`src/rtl/uart_word_pkg.sv`:
```
// Shared types and constants for the 64-bit UART word intake/transmit pair.
package uart_word_pkg;

  typedef enum logic [1:0] {
    IDLE = 2'd0,
    SEND = 2'd1,
    DONE = 2'd2
  } word_tx_state_t;

  localparam int UART_BYTE_W        = 8;
  localparam int WORD_BYTES_DEFAULT = 8;

endpackage

```
`src/rtl/uart_word64_tx.sv`:
```
// Word-to-byte serializer feeding the byte-wide UART TX core.
//
// state | meaning
// ------+---------------------------------------------------------------
// IDLE  | word_ready high, waiting for a word handshake
// SEND  | tx_valid high, head byte of shift register presented on tx_data
// DONE  | one-cycle done pulse after the final byte was taken
module uart_word64_tx
  import uart_word_pkg::*;
#(
  parameter int WORD_BYTES = WORD_BYTES_DEFAULT,
  parameter bit MSB_FIRST  = 1'b1
) (
  input  logic                                clk,
  input  logic                                rst_n,
  input  logic [UART_BYTE_W*WORD_BYTES-1:0]   word_in,
  input  logic                                word_valid,
  output logic                                word_ready,
  output logic [UART_BYTE_W-1:0]              tx_data,
  output logic                                tx_valid,
  input  logic                                tx_ready,
  output logic                                busy,
  output logic                                done
);

  localparam int WORD_W = UART_BYTE_W * WORD_BYTES;
  localparam int CNT_W  = (WORD_BYTES > 1) ? $clog2(WORD_BYTES) : 1;
  localparam logic [CNT_W-1:0] LAST_IDX = CNT_W'(WORD_BYTES - 1);

  word_tx_state_t    state;
  logic [WORD_W-1:0] shift_reg;
  logic [CNT_W-1:0]  byte_cnt;
  logic [WORD_W-1:0] shifted;

  // Next shift-register value after a byte is taken; vacated bits fill with zeros.
  always_comb begin
    shifted = MSB_FIRST ? (shift_reg << UART_BYTE_W) : (shift_reg >> UART_BYTE_W);
  end

  // Head byte comes straight from the shift register flops, so it is registered.
  assign tx_data = MSB_FIRST ? shift_reg[WORD_W-1 -: UART_BYTE_W]
                             : shift_reg[UART_BYTE_W-1:0];

  // Sequencer: state, data path and registered handshake outputs updated together.
  always_ff @(posedge clk or negedge rst_n) begin
    if (!rst_n) begin
      state      <= IDLE;
      shift_reg  <= '0;
      byte_cnt   <= '0;
      word_ready <= 1'b1;
      tx_valid   <= 1'b0;
      busy       <= 1'b0;
      done       <= 1'b0;
    end else begin
      case (state)
        IDLE: begin
          if (word_valid) begin
            shift_reg  <= word_in;
            byte_cnt   <= '0;
            state      <= SEND;
            word_ready <= 1'b0;
            tx_valid   <= 1'b1;
            busy       <= 1'b1;
          end
        end
        SEND: begin
          if (tx_ready) begin
            if (byte_cnt == LAST_IDX) begin
              state    <= DONE;
              tx_valid <= 1'b0;
              done     <= 1'b1;
            end else begin
              shift_reg <= shifted;
              byte_cnt  <= byte_cnt + 1'b1;
            end
          end
        end
        DONE: begin
          state      <= IDLE;
          done       <= 1'b0;
          busy       <= 1'b0;
          word_ready <= 1'b1;
        end
        default: begin
          state      <= IDLE;
          word_ready <= 1'b1;
          tx_valid   <= 1'b0;
          busy       <= 1'b0;
          done       <= 1'b0;
        end
      endcase
    end
  end

endmodule

```
`config.mk`:
```
export PLATFORM = sky130hd
export DESIGN_NAME = uart_word64_tx
export DESIGN_NICKNAME = d
export VERILOG_FILES = /design/src/rtl/uart_word_pkg.sv /design/src/rtl/uart_word64_tx.sv
export SDC_FILE = /design/constraint.sdc
export NUM_CORES = 1
export LEC_CHECK = 0
export ABC_CLOCK_PERIOD_IN_PS = 1800
export CELL_PAD_IN_SITES_DETAIL_PLACEMENT = 1
export CELL_PAD_IN_SITES_GLOBAL_PLACEMENT = 1
export CORE_ASPECT_RATIO = 0.7
export CORE_MARGIN = 2
export CORE_UTILIZATION = 32
export DETAILED_ROUTE_END_ITERATION = 16
export PLACE_DENSITY = 0.66
export RECOVER_POWER = 50
export SYNTH_ARGS = -nofsm -noshare
export SYNTH_HDL_FRONTEND = slang
export SYNTH_SLANG_ARGS = --single-unit
```
`constraint.sdc`:
```
create_clock -name clk -period 1.8 [get_ports clk]
set_input_delay 0.36 -clock clk [delete_from_list [all_inputs] [get_ports clk]]
set_output_delay 0.36 -clock clk [all_outputs]
set_load 0.05 [all_outputs]
```
## After elaboration in Yosys (flattened, before gate mapping)

Cells that the tools add are included.

- Bits in registers: 73
- Input port bits: 68
- Output and inout port bits: 12
- Logic and storage cells: 47

- Add/subtract/negate cells: 1
- Equal/unequal tests: 7
- Mux-type cells: 22
- Bitwise operators: 3
- Reduce and logical (&&, ||, !) cells: 7

Operators by type and width:

| kind | count |
|---|---|
| two-way mux 64 bit | 3 |
| case mux 64 bit (2 select lines) | 1 |
| two-way mux 3 bit | 3 |
| inequality test 2 bit (second input constant) | 4 |
| AND reduction 4 bit | 2 |
| two-way mux 1 bit | 6 |
| two-way mux 2 bit | 3 |
| case mux 1 bit (2 select lines) | 3 |
| case mux 3 bit (2 select lines) | 1 |
| AND reduction 3 bit | 2 |
| case mux 2 bit (2 select lines) | 1 |
| adder 3 x 1 -> 3 bit (second input constant) | 1 |
| == test 3 bit (second input constant) | 1 |
| inverter 1 bit | 3 |
| case mux 1 bit (3 select lines) | 1 |
| == test 2 x 1 -> 1 bit (second input constant) | 1 |
| == test 2 bit (second input constant) | 1 |
| zero test 2 bit | 1 |
| AND reduction 2 bit | 1 |
| nonzero test 2 bit | 1 |

## Longest topological paths before layout

Gate-level depths: netlist (run 1).

- Word-level depth: 4
- Depth in mapped cells: 7
- Mapped depth without buffers: 5

## Least setup slack after synthesis (run 1)

OpenSTA, ideal clock, no wires.

- Path kind: reg-to-reg
- Start: register byte_cnt[0]
- End: register shift_reg[21]
- Library setup time: 0.125 ns
- Arrival time: 1.807 ns
- Data required time: 1.675 ns
- Slack: -0.132 ns
- Cell stages (with the launch flop): 8
- Buffers on the path: 2
- Clock period less this slack: 1.932 ns
- Path through: dfrtp_1 -> ha_1 -> ha_1 -> and2b_1 -> o2bb2ai_2 -> buf_4 -> buf_6 -> mux2_4

- Cells in the longest elaborated chain, start to end: 3

Ends and longest elaborated chain:

| element | RTL line | text |
|---|---|---|
| from (decl) | uart_word64_tx.sv:32 | `logic [CNT_W-1:0] byte_cnt;` |
| from (signal assigned) | uart_word64_tx.sv:74 | `byte_cnt <= byte_cnt + 1'b1;` |
| == test 3 bit | uart_word64_tx.sv:68 | `if (byte_cnt == LAST_IDX) begin` |
| inequality test 2 bit (no source line) | - |  |
| AND reduction 4 bit (no source line) | - |  |
| to (signal assigned) | uart_word64_tx.sv:58 | `shift_reg <= word_in;` |
| to (signal assigned) | uart_word64_tx.sv:73 | `shift_reg <= shifted;` |
| to (decl) | uart_word64_tx.sv:31 | `logic [WORD_W-1:0] shift_reg;` |

Every way passes these cells.
A chain may end at the register's enable or synchronous reset.

## Final worst setup path (run 1)

- Start: register byte_cnt[1]
- End: register shift_reg[18]

Same word-level chain as after synthesis.

==> results of run 1 <==
-- where the power goes --
group	switching (mW)	internal (mW)
logic	1.51	2.53
registers	0.425	2.42
clock network	0.630	0.945
total	2.56	5.90
-- final cells by class --
type,instances,area [um^2]
sequential,73,1828
inverter,12,45.04
timing repair buffer,108,1109
fill,1163,6325
tap,157,196.4
multi-input combinational,152,1807
clock buffer,12,246.5
clock inverter,1,5.005
-- worst reg2reg max path: stages, from the launching register on --
cell,delay [ns]
dfrtp_1,0.38
ha_2,0.20
ha_4,0.15
and2b_2,0.24
o2bb2ai_4,0.13
buf_12,0.14
buf_12,0.16
mux2_2,0.35
-- cells in the final DEF (no fill, tap or decap), drive strengths merged, types with 2 or more instances in the layout --
| cell type | netlist | routed |
|---|---|---|
| nand4 | 2 | 2 |
| nand2b | 2 | 2 |
| inv | 12 | 12 |
| nor2 | 2 | 2 |
| dfrtp | 72 | 72 |
| buf | 21 | 38 |
| mux2i | 9 | 9 |
| nand2 | 12 | 12 |
| ha | 2 | 2 |
| clkdlybuf4s50 | 0 | 65 |
| a21oi | 2 | 2 |
| mux2 | 112 | 112 |
| o21ai | 3 | 3 |
| clkbuf | 1 | 14 |
| dlygate4sd3 | 0 | 2 |
-- metal layers --
layer / part of all wire, % / up-vias
met5: 0 / -
met4: 1.0 / 0
met3: 4.3 / 8
met2: 47 / 57
met1: 48 / 1163
li1: - / 1087
-- cell families after synthesis --
family	count (synthesis)	share of synthesized area [%]
simple gates	21	2.636
fa+ha+maj	2	0.6672
buf+inv	34	5.772
compound gates	8	1.435
flops	73	48.75
mux	121	40.74
-- metrics by stage --
| stage | setup TNS, ns | utilization [%] | power (mW) |
|---|---|---|---|
| detailed placement | -10.65 | 41.85 | 6.648 |
| finish | -1.685 | 45.29 | 8.459 |
| global route | -5.048 | 45.29 | 8.998 |
| global placement | -11.33 | 41.85 | 6.524 |
| floorplan | -0.1823 | - | 5.704 |
| CTS | -2.574 | 45.06 | 8.501 |
-- final timing paths --
| check | end | slack [ns] | cells after the start |
|---|---|---|---|
| setup reg to reg | shift_reg[18]$_DFFE_PN0P_ | -0.06 | 7 |
| min in group asynchronous | busy$_DFFE_PN0P_ | 0.63 | 2 |
| hold / removal | word_ready$_DFFE_PN1P_ | 0.46 | 2 |
| setup / recovery | shift_reg[18]$_DFFE_PN0P_ | -0.06 | 7 |
| max in group asynchronous | shift_reg[17]$_DFFE_PN0P_ | 0.30 | 3 |
| hold reg to reg | word_ready$_DFFE_PN1P_ | 0.46 | 2 |
-- repair_timing --
action                                 in CTS  in global routing
gates resized for setup                    12                  8
buffers inserted                            3                  1
gates cloned                                1                  0
hold buffers                                1                  0
endpoints found under the hold margin      27                  0
setup endpoints to repair                  62                 63
==> results by group, run 1 <==
Logic synthesis
  – Syn Std Cell Area: approximately 0.0037 mm^2
  – Post-synth cell types: 23
  – Count leader, synth: dfrtp_1
  – Ys async rst share: 100.0%
  – Post-synth top area share: 48.05%
  – Ys Warns: 0
  – Number of synthesized flops with an enable pin: 0
  – Post-synth top area cell: dfrtp_1
  – Sequential element share of the synthesized area: 48.75%
  – Syn_area_per_cell: 14.48 um^2
  – Synthesis-stage register bit count: 73
  – Syn Inst Count: between 200 and 300
  – Syn nets: around 330
  – Top FF cell, synth: dfrtp_1
  – Post-synth top cells: dfrtp_1, mux2_2, mux2_4, inv_1, nand2_1
  – Area contributors post-synth: dfrtp_1, mux2_2, mux2_4

Floorplanning
  – DIE AREA: 0.01261 mm^2
  – Rows: 33
  – Io pins: 80
  – Core area: 0.01156 mm^2
  – Die H: between 90 and 100 um
  – Die Width: ~130 um
  – Initial Utilization: approximately a third

Clock tree
  – CTS tree: done
  – Total CTS buffers: 9
  – Clock Pin Slew Worst Setup and Hold Paths: about 0.050 ns
  – Clock sink total: 73
  – Clock latency on the worst-skew pair: 0.33 ns
  – H-Tree Depth: 3
  – CTS root buffer: clkbuf_16
  – CTS max path bufs: 2

GRT
  – Met3 global-route usage: between 3 and 4%
  – Met2 GRT Util: 21.99%
  – Largest net degree at the start of global routing: 46
  – Initial antenna violation count: 0
  – Vias in the first global route: between 2k and 3k
  – Busiest grt layer: met2
  – All-Layer GR Usage: a little over an eighth
  – Met1 layer usage reported by global route: between 10% and 20%
  – First-pass GRT wire length: around 13,000 um
  – Total gr overflow: 0

Drt
  – Initial DRC count: 45
  – Routed Wire Length: 7971 um
  – DRT Pass-1 Iters: 4
  – Vias per cell: about 4.5
  – Residual DRC: 0
  – Routed len/inst: 15.48 um
  – Detailed-route via count: 2,315
  – Post-DRT Antenna Nets: 0

Min path
  – Hold Crit Class: flip-flop to flip-flop
  – Hold_sp: word_ready$_DFFE_PN1P_

Worst setup path
  – Reg2reg start: byte_cnt[1]$_DFFE_PN0P_
  – Worst EP required: between 2 and 2.5 ns
  – Critical Path, Cell by Cell: ha_2 -> ha_4 -> and2b_2 -> o2bb2ai_4 -> buf_12 -> buf_12 -> mux2_2
  – Critical-path maximum fanout: 15
  – Setup CP Type: flip-flop to flip-flop
  – Critical Path AT: approximately 2.1 ns
  – Worst setup EP type: flip-flop
  – Crit path buf inv count: 2
  – Worst Setup Start Kind: flip-flop
  – Crit-path max cell delay: 0.38 ns
  – Crit path max-delay cell type: dfrtp_1
  – CP top delay family: flip-flops
  – Critical path's most frequent cell: buf_12
  – CP Launch Point: byte_cnt[1]$_DFFE_PN0P_

Place
  – Dpl hpwl: around 5700 um
  – Routability Congestion: approximately 0.74
  – Cells after DPL: between 400 and 500
  – Area after DPL: 0.004838 mm^2
  – # port buffers: 79
  – Pre-CTS setup slack: -0.2054 ns

Run status
  – Status: complete, but fails checks
  – Failing checks: negative setup slack

Timing
  – Final Hold Fails: 0
  – Worst slew margin: ~51%
  – Count of final setup violators: 48
  – Setup ws final: -0.06280 ns
  – Setup Skew: around 0.0048 ns
  – Fmax achieved: between 500 and 600 MHz
  – Fin Hold WS: approximately 0.46 ns
  – Fin crit share: 103.5%
  – Fin. max-slew vios: 0
  – Worst Tran Pin Value: about 0.74 ns
  – RSZ-0062 raised after global routing: true
  – Tmin final: between 1.5 and 2 ns

Cells and area
  – Largest register FFs: 64
  – Post-route cell area: around 0.0052 mm^2
  – Layout area overhead: 39.64%
  – Share of cells above drive strength 1: between 40% and 50%
  – Antenna cells: 0
  – Finished Layout Cells: between 500 and 600
  – Final #Nets: roughly 430

Power
  – Lkg Pwr: ~2.4 nW
  – Power Density: 1615 mW/mm^2
  – Worst IR drop on VDD: approximately 0.00066 V

Flow run
  – Max-Cap Viols: 0
Note: power is estimated with default switching activity, not from simulation.
==> inputs of run 2 (changes only) <==
--- a/config.mk
+++ b/config.mk
@@ -14,6 +14,7 @@
 export DETAILED_ROUTE_END_ITERATION = 16
 export PLACE_DENSITY = 0.66
 export RECOVER_POWER = 50
+export REMOVE_ABC_BUFFERS = 1
 export SYNTH_ARGS = -nofsm -noshare
 export SYNTH_HDL_FRONTEND = slang
 export SYNTH_SLANG_ARGS = --single-unit
==> run 2 against run 1 <==
Compared with the run above:
- clock power is 9% higher
- wire length is 13% higher
- via count is 2.3% higher
- highest routed layer unchanged
- the run still ends with negative setup slack left
- hold slack better by 0.0049 ns
- first-iteration DRC count is 8.9% lower
- maximum frequency is 2.2% lower
==> results by group, run 2 (same netlist as run 1, synthesis figures left out) <==
Power
  – Clock network power share: a little under a fifth
  – Combinational Power Share: roughly half
  – Sequential share of power: between 30% and 40%
  – NetSw: 2.761 mW
  – Lkg Pwr: between 2 and 3 nW
  – Power Density: approximately 1700 mW/mm^2
  – Worst IR drop on VDD: approximately 0.00065 V
  – Pint: around 6.4 mW
  – Sw frac: 30.04%

Clock tree
  – CTS tree: done
  – CTS root buffer: clkbuf_16
  – H-Tree Depth: 3
  – Total CTS buffers: 9
  – Clock sink total: 73
  – CTS max path bufs: 2
  – Clock Pin Slew Worst Setup and Hold Paths: around 0.060 ns
  – Clock latency on the worst-skew pair: roughly 0.33 ns

Worst setup path
  – Worst setup EP type: flip-flop
  – Worst Setup Start Kind: flip-flop
  – R2R Path End: shift_reg[63]$_DFFE_PN0P_
  – Worst reg2reg path depth: 7
  – Reg2reg start: byte_cnt[0]$_DFFE_PN0P_
  – Setup CP Type: flip-flop to flip-flop
  – Critical Path AT: roughly 2.1 ns
  – FF-to-FF setup slack: -0.11 ns
  – Worst EP required: between 2 and 2.5 ns
  – Critical-path maximum fanout: 13
  – CP Launch Point: byte_cnt[0]$_DFFE_PN0P_

GRT
  – All-Layer GR Usage: 14.81%
  – Met1 layer usage reported by global route: a little under a fifth
  – First-pass GRT wire length: 14,250 um
  – Busiest grt layer: met2
  – Initial antenna violation count: 1
  – Largest net degree at the start of global routing: 35
  – Vias in the first global route: approximately 2.6k
  – Total gr overflow: 0
  – Met3 global-route usage: a little over 6%
  – Met2 GRT Util: about a quarter

Timing
  – RSZ-0062 raised after global routing: true
  – Fmax achieved: approximately 520 MHz
  – Fin. max-slew vios: 0
  – Fin Hold WS: ~0.46 ns
  – Worst Tran Pin Value: a little over 0.5 ns
  – Final Hold Fails: 0
  – Setup ws final: -0.1056 ns
  – Count of final setup violators: 60
  – Setup Skew: about 0.0065 ns
  – Fin crit share: 105.9%
  – Tmin final: about 1.9 ns
  – Final TNS setup: -4.041 ns
  – Worst slew margin: ~66%

Drt
  – Detailed-route via count: roughly 2.4k
  – DRT Pass-1 Iters: 3
  – Post-DRT Antenna Nets: 0
  – Residual DRC: 0
  – Vias per cell: roughly 4.5
  – Routed len/inst: 17.00 um
  – Routed Wire Length: approximately 9000 um
  – Initial DRC count: 41

Place
  – # port buffers: about 80
  – Area after DPL: between 0.004 and 0.005 mm^2
  – Routability Congestion: 0.7156
  – Dpl hpwl: 5906 um
  – Cells after DPL: a little under 500

Floorplanning
  – Die H: 94.57 um
  – Io pins: 80
  – Core area: ~0.012 mm^2
  – DIE AREA: between 0.01 and 0.015 mm^2
  – Initial Utilization: 32.44%
  – Rows: 33
  – Die Width: about 130 um

Flow run
  – Max-Cap Viols: 0

Min path
  – Hold path cells: 2
  – Hold Crit Class: flip-flop to flip-flop
  – Hold_sp: word_ready$_DFFE_PN1P_
  – Worst Hold Path EP: word_ready$_DFFE_PN1P_

Run status
  – Status: complete, but fails checks
  – Failing checks: negative setup slack

Cells and area
  – Share of cells above drive strength 1: between 40% and 50%
  – Finished Layout Cells: ~530
  – Most common library cell in the layout ignoring fill and taps: mux2_4
  – Largest register FFs: 64
  – Final #Nets: about 440
  – Layout area overhead: 47.65%
  – Post-route cell area: between 0.005 and 0.006 mm^2
  – Most frequent cells in the layout: mux2_4, dfrtp_1, clkdlybuf4s50_1, buf_4, mux2_2
  – Number of fillers in the final layout: 1,147
[run 2: changes by cell type in the layout (fill, tap and decap cells not counted), moves of 3 or more]
cell,previous run,this run
mux2_2,47,21
mux2_4,65,91
clkbuf_8,1,4
buf_16,0,4
buf_6,2,7
[run 2: how the worst max path moves through the flow]
stage | to | slack (ns) | cells past startpoint
after floorplan | shift_reg[10]$_DFFE_PN0P_ | -2.44 | 3
after global placement | shift_reg[57]$_DFFE_PN0P_ | -0.15 | 5
after detailed placement | shift_reg[33]$_DFFE_PN0P_ | -0.22 | 5
after CTS | shift_reg[33]$_DFFE_PN0P_ | -0.12 | 7
after global routing | shift_reg[1]$_DFFE_PN0P_ | -0.15 | 8
final | shift_reg[63]$_DFFE_PN0P_ | -0.11 | 7
[run 2: per-layer routing]
metal | vias up | part of all wire, %
met2 | 67 | 48
met5 | - | 0
met3 | 6 | 5.8
met4 | 0 | 0.61
met1 | 1181 | 45
li1 | 1115 | -
[run 2: critical path, stage by stage (launching register included)]
cell and delay [ns]:
dfrtp_1 0.38, ha_2 0.21, ha_4 0.16, and2b_2 0.24
o2bb2ai_4 0.16, buf_12 0.17, buf_12 0.16, mux2_4 0.31
[run 2: stage by stage]
stage | utilization, % | setup WS [ns] | power, mW
final | 47.89 | -0.1056 | 9.189
after global routing | 47.87 | -0.1481 | 9.722
after CTS | 46.77 | -0.1196 | 9.016
after detailed placement | 41.72 | -0.2157 | 6.608
after global placement | 41.72 | -0.1473 | 6.450
after floorplan | - | -2.440 | 5.502
[run 2: layout make-up]
| cell class | count | area, um^2 | share of cell area [%] |
|---|---|---|---|
| multi-input cells | 152 | 1908 | 34.46 |
| flip-flops and latches | 73 | 1828 | 33.02 |
| repair buffers | 117 | 1262 | 22.80 |
| clock buffers | 14 | 284.0 | 5.130 |
| well taps | 157 | 196.4 | 3.548 |
| inverters | 12 | 45.04 | 0.8136 |
| clock inverters | 2 | 10.01 | 0.1808 |
| diodes | 1 | 2.502 | 0.04520 |
[run 2: what timing repair did]
action	CTS	global route
hold buffers	1	0
pin swaps	0	0
hold endpoints to repair	17	0
gates resized for setup	41	21
setup endpoints to repair	64	65
cloned	3	2
setup buffers	6	4
[run 2: power groups by stage]
stage | Sequential, mW | Clock (mW) | Combinational [mW]
2_1_floorplan | 3.11 | 0 | 2.39
3_3_place_gp | 2.81 | 0 | 3.64
3_5_place_dp | 2.86 | 0 | 3.75
4_1_cts | 2.86 | 1.80 | 4.36
5_1_grt | 2.97 | 1.86 | 4.89
6_report | 2.87 | 1.73 | 4.59
==> inputs of run 3 (changes only) <==
--- a/config.mk
+++ b/config.mk
@@ -10,9 +10,9 @@
 export CELL_PAD_IN_SITES_GLOBAL_PLACEMENT = 1
 export CORE_ASPECT_RATIO = 0.7
 export CORE_MARGIN = 2
-export CORE_UTILIZATION = 32
+export CORE_UTILIZATION = 38
 export DETAILED_ROUTE_END_ITERATION = 16
-export PLACE_DENSITY = 0.66
+export PLACE_DENSITY = 0.76
 export RECOVER_POWER = 50
 export REMOVE_ABC_BUFFERS = 1
 export SYNTH_ARGS = -nofsm -noshare
==> run 3 against run 2 <==
Compared with the run above:
- final cell count shrank 6.8%
- critical path type unchanged
- sequential share of layout area grew 1.0 points
- via count shrank 0.13%
- wire length shrank 3.6%
- core utilization grew 7.7 points
- sequential cell count is the same
- first-iteration DRC count grew to 2.6 times the previous value
- clock-buffer cell count shrank 3
- die area shrank 15%
- non-clock buffer count shrank 6
- the run still ends with negative setup slack left
- critical endpoint is now shift_reg[58]$_DFFE_PN0P_
==> results by group, run 3 (same netlist as run 1, synthesis figures left out) <==
Timing
  – Setup Skew: between 0.008 and 0.009 ns
  – Fin crit share: 107.5%
  – Setup ws final: -0.1349 ns
  – Final Hold Fails: 0
  – RSZ-0062 raised after global routing: true
  – Fin. max-slew vios: 0
  – Count of final setup violators: 59
  – Worst Tran Pin Value: approximately 0.9 ns
  – Final TNS setup: -5.859 ns
  – Tmin final: roughly 1.9 ns
  – Worst slew margin: a little under two fifths
  – Fmax achieved: slightly above 500 MHz

Worst setup path
  – Reg2reg start: byte_cnt[0]$_DFFE_PN0P_
  – CP top delay family: flip-flops
  – Setup CP Type: flip-flop to flip-flop
  – Critical-path maximum fanout: 10
  – Worst setup EP type: flip-flop
  – Worst EP required: 2.02 ns
  – Worst Setup Start Kind: flip-flop
  – Crit path max-delay cell type: dfrtp_1
  – Crit path buf inv count: 2
  – FF-to-FF setup slack: -0.13 ns
  – Crit-path max cell delay: roughly 0.39 ns
  – Critical Path AT: ~2.2 ns
  – R2R Path End: shift_reg[58]$_DFFE_PN0P_
  – Worst reg2reg path depth: 7
  – Critical Path, Cell by Cell: ha_2 -> ha_4 -> and2b_2 -> o2bb2ai_4 -> buf_12 -> buf_16 -> mux2_2

Run status
  – Failing checks: negative setup slack
  – Status: complete, but fails checks

Cells and area
  – Number of fillers in the final layout: around 930
  – Most common library cell in the layout ignoring fill and taps: mux2_4
  – Post-route cell area: 0.005366 mm^2
  – Final #Nets: 429
  – Antenna cells: 0
  – Largest register FFs: 64
  – Final Util: 55.63%
  – Layout area overhead: 43.11%
  – Share of cells above drive strength 1: just under 50%
  – Most frequent cells in the layout: mux2_4, dfrtp_1, clkdlybuf4s50_1, mux2_2, buf_4

Power
  – Lkg Pwr: 2.524 nW
  – Power Density: between 1500 and 2000 mW/mm^2
  – Worst IR drop on VDD: about 0.00093 V

Min path
  – Worst Hold Path EP: word_ready$_DFFE_PN1P_
  – Hold_sp: word_ready$_DFFE_PN1P_
  – Hold Crit Class: flip-flop to flip-flop
  – Hold path cells: 2

Floorplanning
  – Die Width: ~120 um
  – Core area: between 0.009 and 0.01 mm^2
  – Io pins: 80
  – Die H: roughly 87 um
  – Rows: 30
  – DIE AREA: approximately 0.011 mm^2
  – Initial Utilization: roughly two fifths

Drt
  – Routed len/inst: around 18 um
  – Residual DRC: 0
  – Initial DRC count: approximately 110
  – Routed Wire Length: 8657 um
  – Post-DRT Antenna Nets: 0
  – Vias per cell: around 4.8
  – DRT Pass-1 Iters: 3
  – Detailed-route via count: 2,366

GRT
  – All-Layer GR Usage: 17.16%
  – Initial antenna violation count: 0
  – Total gr overflow: 0
  – Largest net degree at the start of global routing: 36
  – First-pass GRT wire length: 13,610 um
  – Vias in the first global route: between 2k and 3k

Clock tree
  – CTS max path bufs: 2
  – Clock latency on the worst-skew pair: ~0.34 ns
  – CTS root buffer: clkbuf_16
  – Clock Pin Slew Worst Setup and Hold Paths: around 0.060 ns
  – CTS tree: done
  – Total CTS buffers: 9
  – H-Tree Depth: 3
  – Clock sink total: between 70 and 80

Place
  – Routability Congestion: between 0.7 and 0.8
  – # port buffers: about 80
  – Dpl hpwl: between 5000 and 6000 um
  – Area after DPL: between 0.004 and 0.005 mm^2

Flow run
  – Max-Cap Viols: 0
-- run 3: changes by cell type in the layout (fill, tap and decap cells not counted), sizes merged --
cell and delta:
clkinv +2, buf -7, clkbuf -2, diode -1, bufinv +1
-- run 3: worst min-delay path, stage by stage, from the launching register on --
cell and delay (ns):
dfstp_2 0.37, nand2_1 0.05, nand2_1 0.05
-- run 3: metrics by stage --
step	instances	power, mW	hold slack (ns)	worst slack [ns]
2_1_floorplan	237	5.502	0.06441	-2.440
3_3_place_gp	461	6.318	0.3586	-0.1292
3_5_place_dp	461	6.454	0.3620	-0.1655
4_1_cts	484	8.760	0.4719	-0.1339
5_1_grt	492	9.488	0.5058	-0.1896
6_report	492	8.933	0.4706	-0.1349
-- run 3: layout make-up --
type / count / area [um^2] / area share (%)
sequential: 73 / 1828 / 34.06
clock buffer: 11 / 252.7 / 4.710
inverter: 12 / 45.04 / 0.8394
timing repair buffer: 111 / 1186 / 22.10
multi-input combinational: 152 / 1841 / 34.30
clock inverter: 5 / 53.80 / 1.003
tap: 128 / 160.2 / 2.984
-- run 3: worst max path at each step --
| stage | from | end | slack [ns] | cells past startpoint |
|---|---|---|---|---|
| after CTS | byte_cnt[0]$_DFFE_PN0P_ | shift_reg[50]$_DFFE_PN0P_ | -0.13 | 7 |
| after global routing | byte_cnt[0]$_DFFE_PN0P_ | shift_reg[58]$_DFFE_PN0P_ | -0.19 | 7 |
| after global placement | tx_ready | shift_reg[61]$_DFFE_PN0P_ | -0.13 | 5 |
| after detailed placement | tx_ready | shift_reg[52]$_DFFE_PN0P_ | -0.17 | 5 |
| after floorplan | state[0]$_DFFE_PN0P_ | shift_reg[10]$_DFFE_PN0P_ | -2.44 | 3 |
| final | byte_cnt[0]$_DFFE_PN0P_ | shift_reg[58]$_DFFE_PN0P_ | -0.13 | 7 |
-- run 3: what timing repair did --
item	CTS	global route
endpoints found under the setup margin	61	64
setup buffers	4	5
hold buffers	1	0
endpoints found under the hold margin	11	0
gates cloned	2	3
gates resized for setup	27	13
-- run 3: routing by layer --
layer  vias up  global-route usage, %  part of all wire (%)
li1       1094                      -                     -
met1      1200                  20.71                    44
met2        60                  28.28                    48
met3        12                  5.955                   6.3
met4         0                  6.688                   1.8
met5         -                      0                     0
-- run 3: power by group --
part / total, mW / switching, mW / internal, mW
clock network: 1.83 / 0.685 / 1.14
logic: 4.25 / 1.58 / 2.66
registers: 2.86 / 0.436 / 2.42
total: 8.93 / 2.71 / 6.23
